### src/rtl/apb_fifo_bridge_if.sv
// APB3 bus bundle between the system bus master and the I2C FIFO bridge slave.
interface apb_fifo_bridge_if #(
   parameter int DATA_WIDTH = 8,
   parameter int ADDR_WIDTH = 8
);
   logic                  PSELx;
   logic                  PENABLE;
   logic                  PWRITE;
   logic [ADDR_WIDTH-1:0] PADDR;
   logic [DATA_WIDTH-1:0] PWDATA;
   logic                  PREADY;
   logic [DATA_WIDTH-1:0] PRDATA;
   logic                  PSLVERR;

   modport master (output PSELx, PENABLE, PWRITE, PADDR, PWDATA,
                   input  PREADY, PRDATA, PSLVERR);
   modport slave  (input  PSELx, PENABLE, PWRITE, PADDR, PWDATA,
                   output PREADY, PRDATA, PSLVERR);
endinterface

### src/rtl/apb_fifo_bridge.sv
// APB3 slave fronting the I2C core TX/RX FIFOs and control registers, with
// wait states on FIFO full/empty and a bounded wait that ends in PSLVERR.
module apb_fifo_bridge #(
   parameter int DATA_WIDTH   = 8,
   parameter int ADDR_WIDTH   = 8,
   parameter int WAIT_TIMEOUT = 15
) (
   input  logic                  PCLK,
   input  logic                  PRESET,
   apb_fifo_bridge_if.slave      apb,
   input  logic [DATA_WIDTH-1:0] APB_RX,
   input  logic                  WRITE_FULL,
   input  logic                  READ_EMPTY,
   output logic                  W_ENA,
   output logic                  R_ENA,
   output logic [DATA_WIDTH-1:0] APB_TX,
   output logic [DATA_WIDTH-1:0] CTRL,
   output logic [6:0]            SLV_ADDR
);
   typedef enum logic [1:0] {IDLE, SETUP, ACCESS} state_e;

   localparam logic [7:0] TO = 8'(WAIT_TIMEOUT);

   state_e                state_q, state_d, phase;
   logic [7:0]            wait_cnt_q, wait_cnt_d;
   logic [DATA_WIDTH-1:0] ctrl_q, ctrl_d;
   logic [6:0]            slv_q, slv_d;
   logic                  sticky_q, sticky_d;

   logic       addr_ok, blocked, timeout, done, bad, err, wr_ok, rd_ok;
   logic [2:0] rsel;

   always_comb begin
      // phase is the bus phase of the current cycle; state_q is the phase of
      // the previous one, reset to IDLE after every completion.
      phase = IDLE;
      unique case (state_q)
         IDLE:    if (apb.PSELx && !apb.PENABLE) phase = SETUP;
         SETUP,
         ACCESS:  if (apb.PSELx && apb.PENABLE) phase = ACCESS;
                  else if (apb.PSELx) phase = SETUP;
         default: phase = IDLE;
      endcase

      rsel    = apb.PADDR[2:0];
      addr_ok = (apb.PADDR >> 3) == '0;
      bad     = !addr_ok || rsel > 3'd4 ||
                (rsel == 3'd0 && !apb.PWRITE) || (rsel == 3'd1 && apb.PWRITE);
      blocked = phase == ACCESS && !bad &&
                ((rsel == 3'd0 && WRITE_FULL) || (rsel == 3'd1 && READ_EMPTY));
      timeout = blocked && wait_cnt_q == TO;
      done    = phase == ACCESS && (!blocked || timeout);
      err     = done && (bad || timeout);
      wr_ok   = done && !err && apb.PWRITE;
      rd_ok   = done && !err && !apb.PWRITE;

      apb.PREADY  = done;
      apb.PSLVERR = err;
      W_ENA       = wr_ok && rsel == 3'd0;
      R_ENA       = rd_ok && rsel == 3'd1;
      APB_TX      = apb.PWDATA;
      CTRL        = ctrl_q;
      SLV_ADDR    = slv_q;

      apb.PRDATA = '0;
      if (rd_ok) begin
         unique case (rsel)
            3'd1:    apb.PRDATA = APB_RX;
            3'd2:    apb.PRDATA = ctrl_q;
            3'd3:    apb.PRDATA = {{(DATA_WIDTH-3){1'b0}}, sticky_q, READ_EMPTY, WRITE_FULL};
            3'd4:    apb.PRDATA = {{(DATA_WIDTH-7){1'b0}}, slv_q};
            default: apb.PRDATA = '0;
         endcase
      end

      state_d    = done ? IDLE : phase;
      wait_cnt_d = (blocked && !timeout) ? wait_cnt_q + 8'd1 : '0;
      ctrl_d     = (wr_ok && rsel == 3'd2) ? apb.PWDATA : ctrl_q;
      slv_d      = (wr_ok && rsel == 3'd4) ? apb.PWDATA[6:0] : slv_q;
      sticky_d   = sticky_q;
      if (wr_ok && rsel == 3'd3 && apb.PWDATA[2]) sticky_d = 1'b0;
      if (timeout) sticky_d = 1'b1;
   end

   always_ff @(posedge PCLK or posedge PRESET) begin
      if (PRESET) begin
         state_q    <= IDLE;
         wait_cnt_q <= '0;
         ctrl_q     <= '0;
         slv_q      <= '0;
         sticky_q   <= 1'b0;
      end else begin
         state_q    <= state_d;
         wait_cnt_q <= wait_cnt_d;
         ctrl_q     <= ctrl_d;
         slv_q      <= slv_d;
         sticky_q   <= sticky_d;
      end
   end
endmodule

### src/flat_wrapper.sv
// flat-port wrapper written by rule: the top's interface ports become plain ports
module apb_fifo_bridge_flat 
#(
   parameter int DATA_WIDTH   = 8,
   parameter int ADDR_WIDTH   = 8,
   parameter int WAIT_TIMEOUT = 15
)
  (PCLK, PRESET, APB_RX, WRITE_FULL, READ_EMPTY, W_ENA, R_ENA, APB_TX, CTRL, SLV_ADDR, apb_PSELx, apb_PENABLE, apb_PWRITE, apb_PADDR, apb_PWDATA, apb_PREADY, apb_PRDATA, apb_PSLVERR);
  apb_fifo_bridge_if #(.DATA_WIDTH(DATA_WIDTH), .ADDR_WIDTH(ADDR_WIDTH)) apb_i ();
  input  logic PCLK;
  input  logic PRESET;
  input  logic [DATA_WIDTH-1:0] APB_RX;
  input  logic WRITE_FULL;
  input  logic READ_EMPTY;
  output logic W_ENA;
  output logic R_ENA;
  output logic [DATA_WIDTH-1:0] APB_TX;
  output logic [DATA_WIDTH-1:0] CTRL;
  output logic [6:0] SLV_ADDR;
  input wire logic [$bits(apb_i.PSELx)-1:0] apb_PSELx;
  input wire logic [$bits(apb_i.PENABLE)-1:0] apb_PENABLE;
  input wire logic [$bits(apb_i.PWRITE)-1:0] apb_PWRITE;
  input wire logic [$bits(apb_i.PADDR)-1:0] apb_PADDR;
  input wire logic [$bits(apb_i.PWDATA)-1:0] apb_PWDATA;
  output wire logic [$bits(apb_i.PREADY)-1:0] apb_PREADY;
  output wire logic [$bits(apb_i.PRDATA)-1:0] apb_PRDATA;
  output wire logic [$bits(apb_i.PSLVERR)-1:0] apb_PSLVERR;
  assign apb_i.PSELx = apb_PSELx;
  assign apb_i.PENABLE = apb_PENABLE;
  assign apb_i.PWRITE = apb_PWRITE;
  assign apb_i.PADDR = apb_PADDR;
  assign apb_i.PWDATA = apb_PWDATA;
  assign apb_PREADY = apb_i.PREADY;
  assign apb_PRDATA = apb_i.PRDATA;
  assign apb_PSLVERR = apb_i.PSLVERR;
  apb_fifo_bridge #(.DATA_WIDTH(DATA_WIDTH), .ADDR_WIDTH(ADDR_WIDTH), .WAIT_TIMEOUT(WAIT_TIMEOUT)) u_core (.PCLK(PCLK), .PRESET(PRESET), .apb(apb_i), .APB_RX(APB_RX), .WRITE_FULL(WRITE_FULL), .READ_EMPTY(READ_EMPTY), .W_ENA(W_ENA), .R_ENA(R_ENA), .APB_TX(APB_TX), .CTRL(CTRL), .SLV_ADDR(SLV_ADDR));
endmodule
### config.mk
export PLATFORM = sky130hd
export DESIGN_NAME = apb_fifo_bridge_flat
export DESIGN_NICKNAME = d
export VERILOG_FILES = /design/src/rtl/apb_fifo_bridge_if.sv /design/src/rtl/apb_fifo_bridge.sv /design/src/flat_wrapper.sv
export SDC_FILE = /design/constraint.sdc
export NUM_CORES = 1
export LEC_CHECK = 0
export BUFFER_PORTS_ARGS = -buffer_cell sky130_fd_sc_hd__buf_2
export CAP_MARGIN = 20
export CORE_ASPECT_RATIO = 1.2
export CORE_MARGIN = 2
export CORE_UTILIZATION = 50
export CTS_CLUSTER_DIAMETER = 150
export DETAILED_ROUTE_END_ITERATION = 8
export GPL_TIMING_DRIVEN = 0
export PLACE_DENSITY_LB_ADDON = 0.12
export SYNTH_ARGS = -nofsm -noshare
export SYNTH_HDL_FRONTEND = slang
export SYNTH_SLANG_ARGS = --single-unit
### constraint.sdc
create_clock -name PCLK -period 4.2 [get_ports PCLK]
set_clock_uncertainty 0.05 [all_clocks]
set_input_delay 0.21 -clock PCLK [delete_from_list [all_inputs] [get_ports PCLK]]
set_output_delay 0.21 -clock PCLK [all_outputs]
set_load 0.05 [all_outputs]
# Word-level counts from Yosys, hierarchy flattened
# Index checks and enable logic that the tools add are counted.
# totals
register_bits	26
latch_bits	0
mem_bits_rw	0
rom_bits	0
in_bits	31
out_inout_bits	35
mem_count	0
# op_classes
addsub	1
mul	0
n_div	0
n_lt_le_gt_ge	1
n_eq_ne	8
n_shift	0
n_mux	10
n_bitwise	0
reduce_logical	39
# op_table
cell	count
8-bit one-hot mux with 4 select lines	1
1-bit logical AND	21
8-bit 2-to-1 mux	2
8-bit by 1-bit adder with 8-bit output, second input constant	1
8-bit by 4-bit == test with 1-bit output, second input constant	1
8-bit logical NOT	1
1-bit logical NOT	7
3-bit by 2-bit == test with 1-bit output, second input constant	2
1-bit logical OR	6
2-bit == test, second input constant	2
1-bit 2-to-1 mux	4
2-bit 2-to-1 mux	2
2-bit one-hot mux with 2 select lines	1
3-bit by 1-bit == test with 1-bit output, second input constant	1
3-bit == test, second input constant	1
3-bit greater-than comparator, second input constant	1
3-bit logical NOT	1
2-bit by 1-bit == test with 1-bit output, second input constant	1
2-bit logical NOT	1
2-bit nonzero test	1
2-bit OR reduction	1

# Longest topological paths before layout
# logic_depth
depth_word	19
depth_mapped	7
mapped_depth_nobuf	7

# Worst setup path after synthesis
# No wires, ideal clock.
# synth_path
path_kind	register -> output
start	reg u_core.state_q[0]
end	out apb_PSLVERR
t_arrival_ns	2.741
setup_slack_ns	1.199
path_stages_with_launch	7
cell_sequence	dfrtp_1 inv_1 ha_1 nand3_1 nor4b_4 nand2_2 a311oi_1
# synth_between
elab_chain_cells	10
elab_cells_between_ends	14
cone_classes	3 x eq/ne; 1 x mux; 10 x reduce/logical
# synth_rtl
item	line	text
start: declaration	apb_fifo_bridge.sv:24	state_e state_q, state_d, phase;
start signal: assignment	apb_fifo_bridge.sv:93	state_q <= state_d;
2-bit by 1-bit == test with 1-bit output / 2-bit == test (equally long branches)	apb_fifo_bridge.sv:37	unique case (state_q)
2-bit OR reduction	apb_fifo_bridge.sv:37	
2-bit one-hot mux with 2 select lines *	apb_fifo_bridge.sv:37	
2-bit == test *	apb_fifo_bridge.sv:49, apb_fifo_bridge.sv:52	
1-bit logical AND (2 in series)	apb_fifo_bridge.sv:49	blocked = phase == ACCESS && !bad &&
1-bit logical NOT / 1-bit logical AND (equally long branches)	apb_fifo_bridge.sv:52, apb_fifo_bridge.sv:51	
1-bit logical OR	apb_fifo_bridge.sv:52	done = phase == ACCESS && (!blocked || timeout);
1-bit logical AND	apb_fifo_bridge.sv:52	
1-bit logical AND *	apb_fifo_bridge.sv:53	err = done && (bad || timeout);
end: declaration	flat_wrapper.sv:27	output wire logic [$bits(apb_i.PSLVERR)-1:0] apb_PSLVERR;
# Every way passes the cells marked *; elsewhere a longest branch is shown, timed or not.

# Worst setup path in the final report
# layout_path
start	reg u_core.state_q[0]
end	out apb_PRDATA[4]
# layout_between
elab_chain_cells	14
elab_cells_between_ends	18
cone_classes	3 x eq/ne; 2 x mux; 13 x reduce/logical
# layout_rtl
item	line	text
2-bit by 1-bit == test with 1-bit output / 2-bit == test (equally long branches)	apb_fifo_bridge.sv:37	
2-bit OR reduction	apb_fifo_bridge.sv:37	
2-bit one-hot mux with 2 select lines *	apb_fifo_bridge.sv:37	
2-bit == test *	apb_fifo_bridge.sv:49, apb_fifo_bridge.sv:52	
1-bit logical AND (2 in series)	apb_fifo_bridge.sv:49	
1-bit logical NOT / 1-bit logical AND (equally long branches)	apb_fifo_bridge.sv:52, apb_fifo_bridge.sv:51	
1-bit logical OR	apb_fifo_bridge.sv:52	
1-bit logical AND	apb_fifo_bridge.sv:52	
1-bit logical AND	apb_fifo_bridge.sv:53	
1-bit logical NOT	apb_fifo_bridge.sv:55	rd_ok = done && !err && !apb.PWRITE;
1-bit logical AND * (2 in series)	apb_fifo_bridge.sv:55	
8-bit 2-to-1 mux *	apb_fifo_bridge.sv:66	if (rd_ok) begin
end: declaration	flat_wrapper.sv:26	output wire logic [$bits(apb_i.PRDATA)-1:0] apb_PRDATA;
# Marks and branches as above.

==> results.md <==
- Outcome: finished clean
- Initial antenna violation count: 0
- Detailed-route wire length per cell: ~15 um
- Placer Congestion: around 0.8
- # rows: 22
- Slowest stage delay, CP: about 480 ps
- Die Y: approximately 65 um
- M1 GR Usage: 0.2617
- Synth top area share: 0.4194
- CP startpoint kind: flop
- CTS Buf Count: 3
- Fillers: 257
- Most used routing layer in global routing: met2
- GR Layer Usage met2: 0.4226
- Worst Setup End Kind: primary output
- Hold Vio Cnt, Final: 0
- Layout cell share with drive strength beyond 1: 0.4664
- Peak Freq: ~350 MHz
- Min-Delay Path Class: input port to flop
- CTS tree: built
- M3 GR Usage: 0.05069
- Critical-path cell list: inv_1 > ha_1 > nand3_1 > nor4b_4 > nand2_2 > nor3_1 > buf_2
- Die Width: roughly 55 um
- Crit Path Max Fanout: 9
- Vias post-DR: between 1000 and 1500
- Initial DRC count: 14
- CP Class: flop to primary output
- Clock transition at path regs: between 100 and 150 ps
- Slew Viols, Final: 0
- Synth unique cells: 37
- Dpl hpwl: between 2 and 3 mm
- Syn_nets: about 190
- Commonest cells in the netlist: dfrtp_1, nor2_1, mux2_2, buf_4
- First-pass GRT wire length: slightly above 6 mm
- Min Clock Period, post-route: approximately 2900 ps
- Area growth syn-to-layout: 30.32%
- Avg Inst Size Synth: approximately 10 um2
- Worst Path Arrival: approximately 2600 ps
- Antenna cells: 0
- Core box area: approximately 3000 um2
- CP required: about 3900 ps
- Clock Root Buffer: clkbuf_4
- Largest net degree at the start of global routing: 27
- Clock Sinks: 26
- Post-CTS setup buffers: 0
- Clock tree buffer depth: 2
- Max_cap viols: 0
- Nets@finish: 258
- IO Pins: between 60 and 70
- Flops & latches, synth: 26
- Register Area: ~650 um2
- Total power draw: just over 0.5 mW
- Final period utilization: 0.6816
- # setup viols final: 0
- Top_reg_cell synth: dfrtp_1
- EDFF count, synth: 0
- Slowest cell on crit path: nor4b_4
- Setup TNS Final: 0 ps
- Cell taking the most area after synthesis: dfrtp_1
- # DRC: 0
- Starting Density: 0.5171
- Sequential share of the synthesized area: 0.4194
- Warnings, synthesis: 0
- Die area: roughly 3600 um2
- Worst-Margin Slew: around 500 ps
- PwrDens: 251.1 nW/um2
- Leak pwr: 1.073 nW
- Worst slew margin: 0.6661
- ANT nets after route: 0
- Final WL: 3.791 mm
- H-tree Lvls: 1
- Area contributors post-synth: dfrtp_1, mux2_2, nor2_1, buf_4, ha_1
- Worst VDD drop: 236.4 uV
- Remaining Overflow, GRT: 0
- Clk_lat worst skew: roughly 320 ps
- Fraction of registers with async set or reset after synthesis: 1.000
- Count leader, synth: dfrtp_1
- Area of the multi-input gates: about 810 um2
- Gr usage total: 0.2378
- RSZ-0062 raised after global routing: no
- Post-Syn Area: 1551 um2
- Initial DRT Pass Iterations: 4
- Vias in the first global route: between 1000 and 1500
- Drt via density: between 5 and 6
- Synth Instances: about 150
- PortBufs: 65
==> power by group <==
group	switching [mW]	internal, mW
sequential	0.000719	0.251
combinational	0.0518	0.0336
clock	0.0738	0.0965
total	0.126	0.381
==> cells in the final DEF (no fill, tap or decap), types with 3 or more instances in the layout <==
| cell | count |
|---|---|
| nand3b_1 | 3 |
| nand3_1 | 4 |
| a22o_1 | 3 |
| dfrtp_1 | 26 |
| a221oi_1 | 3 |
| xnor2_1 | 3 |
| clkbuf_1 | 3 |
| inv_1 | 4 |
| nor2_1 | 20 |
| nand2_2 | 3 |
| nor3_1 | 4 |
| ha_1 | 3 |
| o21ai_0 | 5 |
| nand2b_1 | 3 |
| clkbuf_4 | 3 |
| buf_2 | 65 |
| buf_4 | 8 |
| a21oi_1 | 5 |
| and3_1 | 5 |
| mux2_2 | 18 |
| nor2b_1 | 5 |
| xor2_1 | 3 |
==> flip-flops by register name (all words and copies together) (netlist names) <==
register           count
u_core.CTRL            8
u_core.wait_cnt_q      8
u_core.SLV_ADDR        7
u_core.state_q         2
u_core.sticky_q        1
==> layer usage <==
layer / up-vias / routed length (um)
met1: 671 / 1444
met5: - / 0
met3: 4 / 224
met4: 0 / 36
met2: 41 / 2086
li1: 677 / -
==> critical path: cells and delay by family, from the launching register on <==
family        cells  cell delay, ps
fa+ha+maj         1             290
buf+inv           2             360
simple gates      4            1240
flops             1             390
==> cell families after synthesis <==
family | Yosys count | synth area share
fa+ha+maj | 3 | 0.02420
simple gates | 60 | 0.2395
compound gates | 21 | 0.09194
flops | 26 | 0.4194
buf+inv | 17 | 0.06048
mux | 18 | 0.1306
xor+xnor | 6 | 0.03388
==> through the flow <==
step,hold WS [ps],worst slack [ps],utilization,cell area (um2),cells
6_report,77.10,1337,0.6739,2022,259
4_1_cts,2.048,1354,0.6580,1974,256
3_5_place_dp,365.7,1751,0.6405,1922,252
5_1_grt,70.91,1147,0.6739,2022,259
2_1_floorplan,200.0,1199,-,1551,151
3_3_place_gp,333.2,1815,0.6405,1922,252
==> area by class of cell <==
type | count | area share
inverters | 5 | 0.009282
repair buffers | 68 | 0.1844
clock buffers | 3 | 0.01114
well taps | 36 | 0.02228
multi-input cells | 108 | 0.3991
clock inverters | 1 | 0.01485
flip-flops and latches | 26 | 0.3218
plain buffers | 12 | 0.03713
==> path summary, 6_finish.rpt <==
path | from | slack [ps] | to | cells after the start
setup / recovery | u_core.state_q[0] | 1340 | apb_PRDATA[4] | 7
hold / removal | apb_PWDATA[7] | 80 | u_core.CTRL[7] | 2
setup reg to reg | u_core.state_q[0] | 2040 | u_core.CTRL[2] | 6
hold reg to reg | u_core.wait_cnt_q[0] | 430 | u_core.wait_cnt_q[0] | 1
max in group asynchronous | PRESET | 3490 | u_core.CTRL[0] | 4
min in group asynchronous | PRESET | 250 | u_core.wait_cnt_q[7] | 3
==> timing repair <==
action	in CTS	in global routing
endpoints found under the hold margin	0	27
hold buffers	0	2
gates resized for setup	0	0
endpoints found under the setup margin	0	0
Note: power is estimated with default switching activity, not from simulation.
